$ cat src/rtl/vga_timing_gen.sv
//==============================================================================
// Module   : vga_timing_gen
// Purpose  : Parametrised VGA timing generator. Emits fetch coordinates (x, y)
//            LAT enabled cycles ahead of hsync/vsync/sync_b/blank_b, so that
//            frame-buffer data with LAT cycles of read latency lines up with
//            the sync and blank outputs at the DAC.
// Ports    : vgaclk      - pixel clock
//            rst_n       - asynchronous active-low reset
//            en          - clock enable, low freezes all state
//            x, y        - fetch coordinates (registered counters)
//            hsync/vsync - syncs at HSYNC_POL/VSYNC_POL, delayed LAT cycles
//            sync_b      - composite sync, active low, delayed LAT cycles
//            blank_b     - high inside visible area, delayed LAT cycles
//            line_start  - x==0 while enabled
//            frame_start - x==0, y==0 while enabled
//            frame_cnt   - completed-frame count, wraps modulo 2**FCW
// Revision : 1.0 - initial release
//==============================================================================
`default_nettype none

module vga_timing_gen #(
    parameter int CW        = 10,
    parameter int HACTIVE   = 640,
    parameter int HFP       = 16,
    parameter int HSYN      = 96,
    parameter int HBP       = 48,
    parameter int VACTIVE   = 480,
    parameter int VFP       = 10,
    parameter int VSYN      = 2,
    parameter int VBP       = 33,
    parameter bit HSYNC_POL = 1'b0,
    parameter bit VSYNC_POL = 1'b0,
    parameter int LAT       = 2,
    parameter int FCW       = 8
) (
    input  logic           vgaclk,
    input  logic           rst_n,
    input  logic           en,
    output logic [CW-1:0]  x,
    output logic [CW-1:0]  y,
    output logic           hsync,
    output logic           vsync,
    output logic           sync_b,
    output logic           blank_b,
    output logic           line_start,
    output logic           frame_start,
    output logic [FCW-1:0] frame_cnt
);

    localparam int c_HMAX = HACTIVE + HFP + HSYN + HBP;
    localparam int c_VMAX = VACTIVE + VFP + VSYN + VBP;

    localparam logic [CW-1:0] c_HLAST = CW'(c_HMAX - 1);
    localparam logic [CW-1:0] c_VLAST = CW'(c_VMAX - 1);

    // Window bounds are one bit wider than the counters: an upper bound may
    // legitimately equal 2**CW when the trailing porch is zero.
    localparam logic [CW:0] c_HS_BEG = (CW+1)'(HACTIVE + HFP);
    localparam logic [CW:0] c_HS_END = (CW+1)'(HACTIVE + HFP + HSYN);
    localparam logic [CW:0] c_VS_BEG = (CW+1)'(VACTIVE + VFP);
    localparam logic [CW:0] c_VS_END = (CW+1)'(VACTIVE + VFP + VSYN);
    localparam logic [CW:0] c_HVIS   = (CW+1)'(HACTIVE);
    localparam logic [CW:0] c_VVIS   = (CW+1)'(VACTIVE);

    generate
        if (c_HMAX > 2**CW) begin : g_chk_hmax
            $error("vga_timing_gen: HMAX exceeds counter range 2**CW");
        end
        if (c_VMAX > 2**CW) begin : g_chk_vmax
            $error("vga_timing_gen: VMAX exceeds counter range 2**CW");
        end
        if (LAT > 8 || LAT < 0) begin : g_chk_lat
            $error("vga_timing_gen: LAT must be in 0..8");
        end
    endgenerate

    logic [CW-1:0]  r_x;
    logic [CW-1:0]  r_y;
    logic [FCW-1:0] r_frame_cnt;
    logic           w_x_last;
    logic           w_y_last;

    assign w_x_last = (r_x == c_HLAST);
    assign w_y_last = (r_y == c_VLAST);

    // End of line and end of frame resolve on one edge, so x, y and
    // frame_cnt never show an intermediate combination.
    always_ff @(posedge vgaclk or negedge rst_n) begin
        if (!rst_n) begin
            r_x         <= '0;
            r_y         <= '0;
            r_frame_cnt <= '0;
        end else if (en) begin
            if (w_x_last) begin
                r_x <= '0;
                if (w_y_last) begin
                    r_y         <= '0;
                    r_frame_cnt <= r_frame_cnt + 1'b1;
                end else begin
                    r_y <= r_y + 1'b1;
                end
            end else begin
                r_x <= r_x + 1'b1;
            end
        end
    end

    logic [CW:0] w_xe;
    logic [CW:0] w_ye;
    logic        w_hs_act;
    logic        w_vs_act;
    logic        w_vis;
    logic [2:0]  w_raw;
    logic [2:0]  w_tap;

    assign w_xe     = {1'b0, r_x};
    assign w_ye     = {1'b0, r_y};
    assign w_hs_act = (w_xe >= c_HS_BEG) && (w_xe < c_HS_END);
    assign w_vs_act = (w_ye >= c_VS_BEG) && (w_ye < c_VS_END);
    assign w_vis    = (w_xe < c_HVIS) && (w_ye < c_VVIS);
    assign w_raw    = {w_hs_act, w_vs_act, w_vis};

    // Delay line {hs, vs, vis}. Cleared stages decode to inactive sync and
    // blanked video, which is the fill seen for LAT cycles after reset.
    generate
        if (LAT == 0) begin : g_nopipe
            assign w_tap = w_raw;
        end else begin : g_pipe
            logic [2:0] r_pipe [LAT];

            always_ff @(posedge vgaclk or negedge rst_n) begin
                if (!rst_n) begin
                    for (int i = 0; i < LAT; i++) begin
                        r_pipe[i] <= '0;
                    end
                end else if (en) begin
                    r_pipe[0] <= w_raw;
                    for (int i = 1; i < LAT; i++) begin
                        r_pipe[i] <= r_pipe[i-1];
                    end
                end
            end

            assign w_tap = r_pipe[LAT-1];
        end
    endgenerate

    assign hsync       = w_tap[2] ^ ~HSYNC_POL;
    assign vsync       = w_tap[1] ^ ~VSYNC_POL;
    assign sync_b      = ~(w_tap[2] | w_tap[1]);
    assign blank_b     = w_tap[0];

    // Strobes are aligned with the fetch coordinates, not the delayed outputs.
    assign line_start  = en && (r_x == '0);
    assign frame_start = en && (r_x == '0) && (r_y == '0);

    assign x           = r_x;
    assign y           = r_y;
    assign frame_cnt   = r_frame_cnt;

endmodule

`default_nettype wire

$ cat config.mk
export PLATFORM = sky130hd
export DESIGN_NAME = vga_timing_gen
export DESIGN_NICKNAME = d
export VERILOG_FILES = /design/src/rtl/vga_timing_gen.sv
export SDC_FILE = /design/constraint.sdc
export NUM_CORES = 1
export LEC_CHECK = 0
export CAP_MARGIN = 30
export CORE_MARGIN = 3
export CORE_UTILIZATION = 45
export CTS_BUF_LIST = sky130_fd_sc_hd__clkbuf_16
export DETAILED_ROUTE_END_ITERATION = 8
export GPL_TIMING_DRIVEN = 0
export MAX_ROUTING_LAYER = met4
export PLACE_DENSITY_LB_ADDON = 0.08
export SYNTH_ARGS = -nofsm -noshare
export SYNTH_HDL_FRONTEND = slang
export SYNTH_SLANG_ARGS = --single-unit
$ cat constraint.sdc
create_clock -name vgaclk -period 2.7 [get_ports vgaclk]
set_clock_uncertainty 0.1 [all_clocks]
set_input_delay 0.54 -clock vgaclk [delete_from_list [all_inputs] [get_ports vgaclk]]
set_output_delay 0.54 -clock vgaclk [all_outputs]
set_load 0.02 [all_outputs]
# Word-level counts from Yosys, hierarchy flattened
# Cells that the tools add are included.
# classes
n_reduce_logical	9
n_lt_le_gt_ge	6
div_mod_pow	0
shift	0
mul	0
n_eq_ne	2
bitwise	4
mux	2
add_sub_neg	3
# ops
op	count
adder 10 x 1 -> 10 bit, second input constant	2
equality test 10 bit, second input constant	2
logical NOT 10 bit	2
less-than comparator 10 bit, second input constant	2
less-than comparator 10 x 9 -> 1 bit, second input constant	2
two-way mux 10 bit	2
>= comparator 10 bit, second input constant	1
>= comparator 10 x 9 -> 1 bit, second input constant	1
adder 8 x 1 -> 8 bit, second input constant	1
logical AND 1 bit	5
inverter 1 bit	3
AND reduction 3 bit	1
AND reduction 2 bit	1
OR 1 bit	1
# word_totals
register_bits	34
out_inout_bits	34
romBits	0
inputBits	3
latchBits	0
mem_count	0
word_cells	31
mem_bits_rw	0

# Depth between registers and ports, before layout
# Gate-level depths: netlist (run 1).
# depth
word_depth	3
mapped_depth	7
depth_no_buf	5

# Worst setup path after synthesis (run 1)
# OpenSTA, ideal clock, no wires.
# synth_timing
path_kind	register to register
from	reg r_x[1], in the netlist x[1]
to	reg r_frame_cnt[1], in the netlist frame_cnt[1]
n_path_buf	2
setup_slack_ns	0.500
period_less_slack_ns	2.200
required_time_ns	2.475
arrival_time_ns	1.976
stages_incl_launch_ff	8
path_cell_list	dfrtp_1 > ha_1 > nand4bb_1 > buf_2 > or3_1 > buf_2 > nor2_4 > mux2_2
# synth_via
elab_chain_cells	2
# synth_rtl
element	line	rtl
start: declaration	77	logic [CW-1:0] r_x;
start signal: assignment	103	r_x <= r_x + 1'b1;
equality test 10 bit	83	assign w_x_last = (r_x == c_HLAST);
AND reduction 3 bit (no line)	--	
end signal: assignment	98	r_frame_cnt <= r_frame_cnt + 1'b1;
end: declaration	79	logic [FCW-1:0] r_frame_cnt;
# Every way passes these cells.
# A chain may end at the register's enable or synchronous reset.

# Worst setup path in the final report (run 1)
# layout_timing
from	reg r_x[4], in the netlist x[4]
to	out line_start
# layout_via
elab_chain_cells	2
# layout_rtl
element	line	rtl
logical NOT 10 bit	154	assign line_start = en && (r_x == '0);
logical AND 1 bit	154	
end: declaration	45	output logic line_start,
# Every way passes these cells.

==> results of run 1 <==
==> registers in the layout (all words and copies together) (netlist names) <==
register	flops
x	10
y	10
frame_cnt	8
g_pipe.r_pipe	3
w_tap	3
==> worst reg2reg max path: stages, from the launching register on <==
cell and delay, ns:
dfrtp_1 0.41, ha_1 0.23, nand4bb_1 0.11, buf_2 0.18, or3_1 0.37, buf_2 0.22, nor2_4 0.19, mux2_2 0.36
==> layer usage <==
| layer | wire length (µm) | share of wire (%) | GRT usage [%] | up-vias |
|---|---|---|---|---|
| met4 | 80 | 2.1 | 6.948 | 0 |
| met2 | 1798 | 48 | 28.13 | 36 |
| met3 | 156 | 4.2 | 4.598 | 10 |
| met5 | 0 | 0 | - | - |
| li1 | - | - | - | 706 |
| met1 | 1719 | 46 | 24.07 | 692 |
==> per-stage QoR <==
stage | instances | setup WS, ns
final | 266 | 0.1278
after global routing | 266 | 0.008336
after CTS | 266 | 0.1142
after detailed placement | 260 | -0.3275
after global placement | 260 | -0.3468
after floorplan | 176 | 0.4996
==> cell families (layout without fill, tap and decap cells) <==
group	after synthesis	in the layout
xor+xnor	19	19
fa+ha+maj	6	6
simple gates	75	75
flops	34	34
buf+inv	20	62
mux	4	4
compound gates	18	18
==> worst max-delay path by stage <==
stage,startpoint,end,slack (ns),cells after the start
2_1_floorplan,x[1]$_DFFE_PN0P_,frame_cnt[1]$_DFFE_PN0P_,0.50,7
3_3_place_gp,en,frame_start,-0.35,5
3_5_place_dp,en,frame_start,-0.33,5
4_1_cts,x[4]$_DFFE_PN0P_,line_start,0.11,4
5_1_grt,x[4]$_DFFE_PN0P_,line_start,0.008,4
6_report,x[4]$_DFFE_PN0P_,line_start,0.13,4
==> layout make-up <==
| class | count | area [µm²] | share of cell area, % |
|---|---|---|---|
| Clock buffer | 5 | 125.1 | 5.435 |
| Multi-Input combinational cell | 122 | 829.5 | 36.03 |
| Inverter | 13 | 48.80 | 2.120 |
| Sequential cell | 34 | 850.8 | 36.96 |
| Timing Repair Buffer | 36 | 352.8 | 15.33 |
| Tap cell | 48 | 60.06 | 2.609 |
| Buffer | 6 | 27.53 | 1.196 |
| Clock inverter | 2 | 7.507 | 0.3261 |
==> where the power goes <==
part / switching, W / internal, W / total, W
Clock: 0.000184 / 0.000328 / 0.000513
Sequential: 0.0000376 / 0.000547 / 0.000585
Combinational: 0.000165 / 0.000121 / 0.000286
==> placed cells by master, fill, tap and decap left out, types with 2 or more instances in the layout <==
cell type        netlist  final
dfrtp_1               34     34
clkdlybuf4s50_1        0     33
inv_1                 13     15
xor2_1                12     12
o21ai_0               12     12
nor2_1                11     11
nor3_1                11     11
nand4_1               10     10
nand3_1               10     10
nand2_1               10     10
xnor2_1                7      7
ha_1                   6      6
clkbuf_16              0      5
buf_2                  3      4
nand4b_1               4      4
or3_1                  3      3
nor4_2                 2      3
mux2_2                 3      3
nor4_1                 4      3
clkbuf_1               3      2
a21oi_1                2      2
o311ai_0               2      2
or4_1                  2      2
dlygate4sd2_1          0      2
==> repair_timing <==
action,4_1_cts,5_1_grt
setup buffers,0,0
gates resized for setup,3,0
setup endpoints to repair,2,0
==> flow_metrics.tcl, run 1 <==
set metrics [dict create \
    rrSetupSlack_ns 0.43 \
    yosysMostFrequentCell "dfrtp_1" \
    chipHeight_um 68.44 \
    muxShareOfSynthArea_pct 2.496 \
    status "finished, final reports clean" \
    fin_crit_ns 2.572 \
    ir_drop_v 0.0003872 \
    postRouteAntennaNets 0 \
    critPathMaxStageDelay_ns 0.61 \
    hold_path_class "primary input to async pin" \
    routabilityCongestion 0.8036 \
    dieArea_mm2 0.004683 \
    r2r-end "frame_cnt[1]$_DFFE_PN0P_" \
    cts_made_buffers 5 \
    yosysSeqAreaShare_pct 48.50 \
    maxCapViolCount 0 \
    synth.largest_area_cell "dfrtp_1" \
    p_total_w 0.001383 \
    cp_slowest_cell "clkdlybuf4s50_1" \
    powerDensity_mw_per_mm2 600.7 \
    cts_hold_buf 0 \
    yosysTopAreaCellShare_pct 48.50 \
    synth-compound-area-share_pct 5.849 \
    synthArstFlopShare_pct 100.0 \
    relSlewSlack_pct 51.13 \
    grt_pass1_vias 1361 \
    synthXorXnorAreaFrac_pct 9.486 \
    synth_top_family_by_area "simple AND/OR/NAND/NOR gates" \
    setup_viol 0 \
    slew_viol_final 0 \
    post_dp_cell_area_mm2 0.002170 \
    grt_max_degree 35 \
    ys_warn_count 0 \
    synth-simple-area-share_pct 24.82 \
    final_nets 227 \
    clock-sinks 34 \
    fp.coreArea_mm2 0.003716 \
    io_buffers 36 \
    ys_seq_elements 34 \
    clk_pin_slew_ns 0.05 \
    whs_ns 0.2273 \
    final-hold-violation-count 0 \
    period_share_pct 95.27 \
    syn_area_per_cell_um2 9.967 \
    root_buffer "clkbuf_16" \
    fp-row-count 22 \
    vias_per_cell 5.429 \
    nFillCells 324 \
    max_freq_mhz 388.8 \
    crit_fanout 7 \
    diodes 0 \
    rsz0062_at_grt "no" \
    htreeDepth 2 \
    cp-start-kind "flop" \
    tightest_slew_ns 0.7330 \
    power_leakage_nw 1.026 \
    netlist_area_mm2 0.001754 \
    postLayoutCellArea_mm2 0.002302 \
    grt_usage_pct 18.61 \
    grt_pass1_wl_mm 6.327 \
    reg2reg_from "x[0]$_DFFE_PN0P_" \
    finalCoreUtilization_pct 61.95 \
    synth-main-ff-cell "dfrtp_1" \
    dr.pass1.iters 4 \
    drt_iter0_drc 80 \
    drt-wirelength-per-cell_um 14.11 \
    reg2reg_depth 7 \
    crit_chain "clkbuf_2, or3_1, nor2_1, clkdlybuf4s50_1" \
    drt-total-wl_mm 3.754 \
    required_ns 2.06 \
    cts.path.max_buffers 2 \
    tns_ns 0 \
    clk_latency_ns 0.27 \
    num_vias 1444 \
    synth_nets 185 \
    criticalPathCategory "flop to output port" \
    start_util_pct 47.21 \
    grt_overflow_total 0 \
    ioPinCount 37 \
    synthCells 176 \
    die_x_um 68.44 \
    cts_tree "done" \
    synthTopCellsByArea "dfrtp_1, xor2_1, ha_1" \
    cp-end-kind "output port" \
    hpwl_mm 2.775 \
    path_delay_family "buffers and inverters" \
    synth_cell_types 33 \
    antenna_found_initial 0 \
    yosys.area_share.adder_pct 4.280 \
    synthTopCellsByCount "dfrtp_1, inv_1, o21ai_0, xor2_1" \
    drive_above_1_share_pct 7.798 \
    cp.buffers_inverters 2 \
    drc_errors 0 \
    areaGrowthSynthToFinish_pct 31.24 \
    arrival_ns 1.93 \
    synth_edf_count 0 \
]
Note: power is estimated with default switching activity, not from simulation.
==> inputs of run 2 (changes only) <==
--- a/config.mk
+++ b/config.mk
@@ -10,6 +10,7 @@
 export CORE_UTILIZATION = 45
 export CTS_BUF_LIST = sky130_fd_sc_hd__clkbuf_16
 export DETAILED_ROUTE_END_ITERATION = 8
+export GPL_ROUTABILITY_DRIVEN = 0
 export GPL_TIMING_DRIVEN = 0
 export MAX_ROUTING_LAYER = met4
 export PLACE_DENSITY_LB_ADDON = 0.08
==> results of run 2 <==
Same layout as run 1: the final DEF is identical, and so are final timing and power.
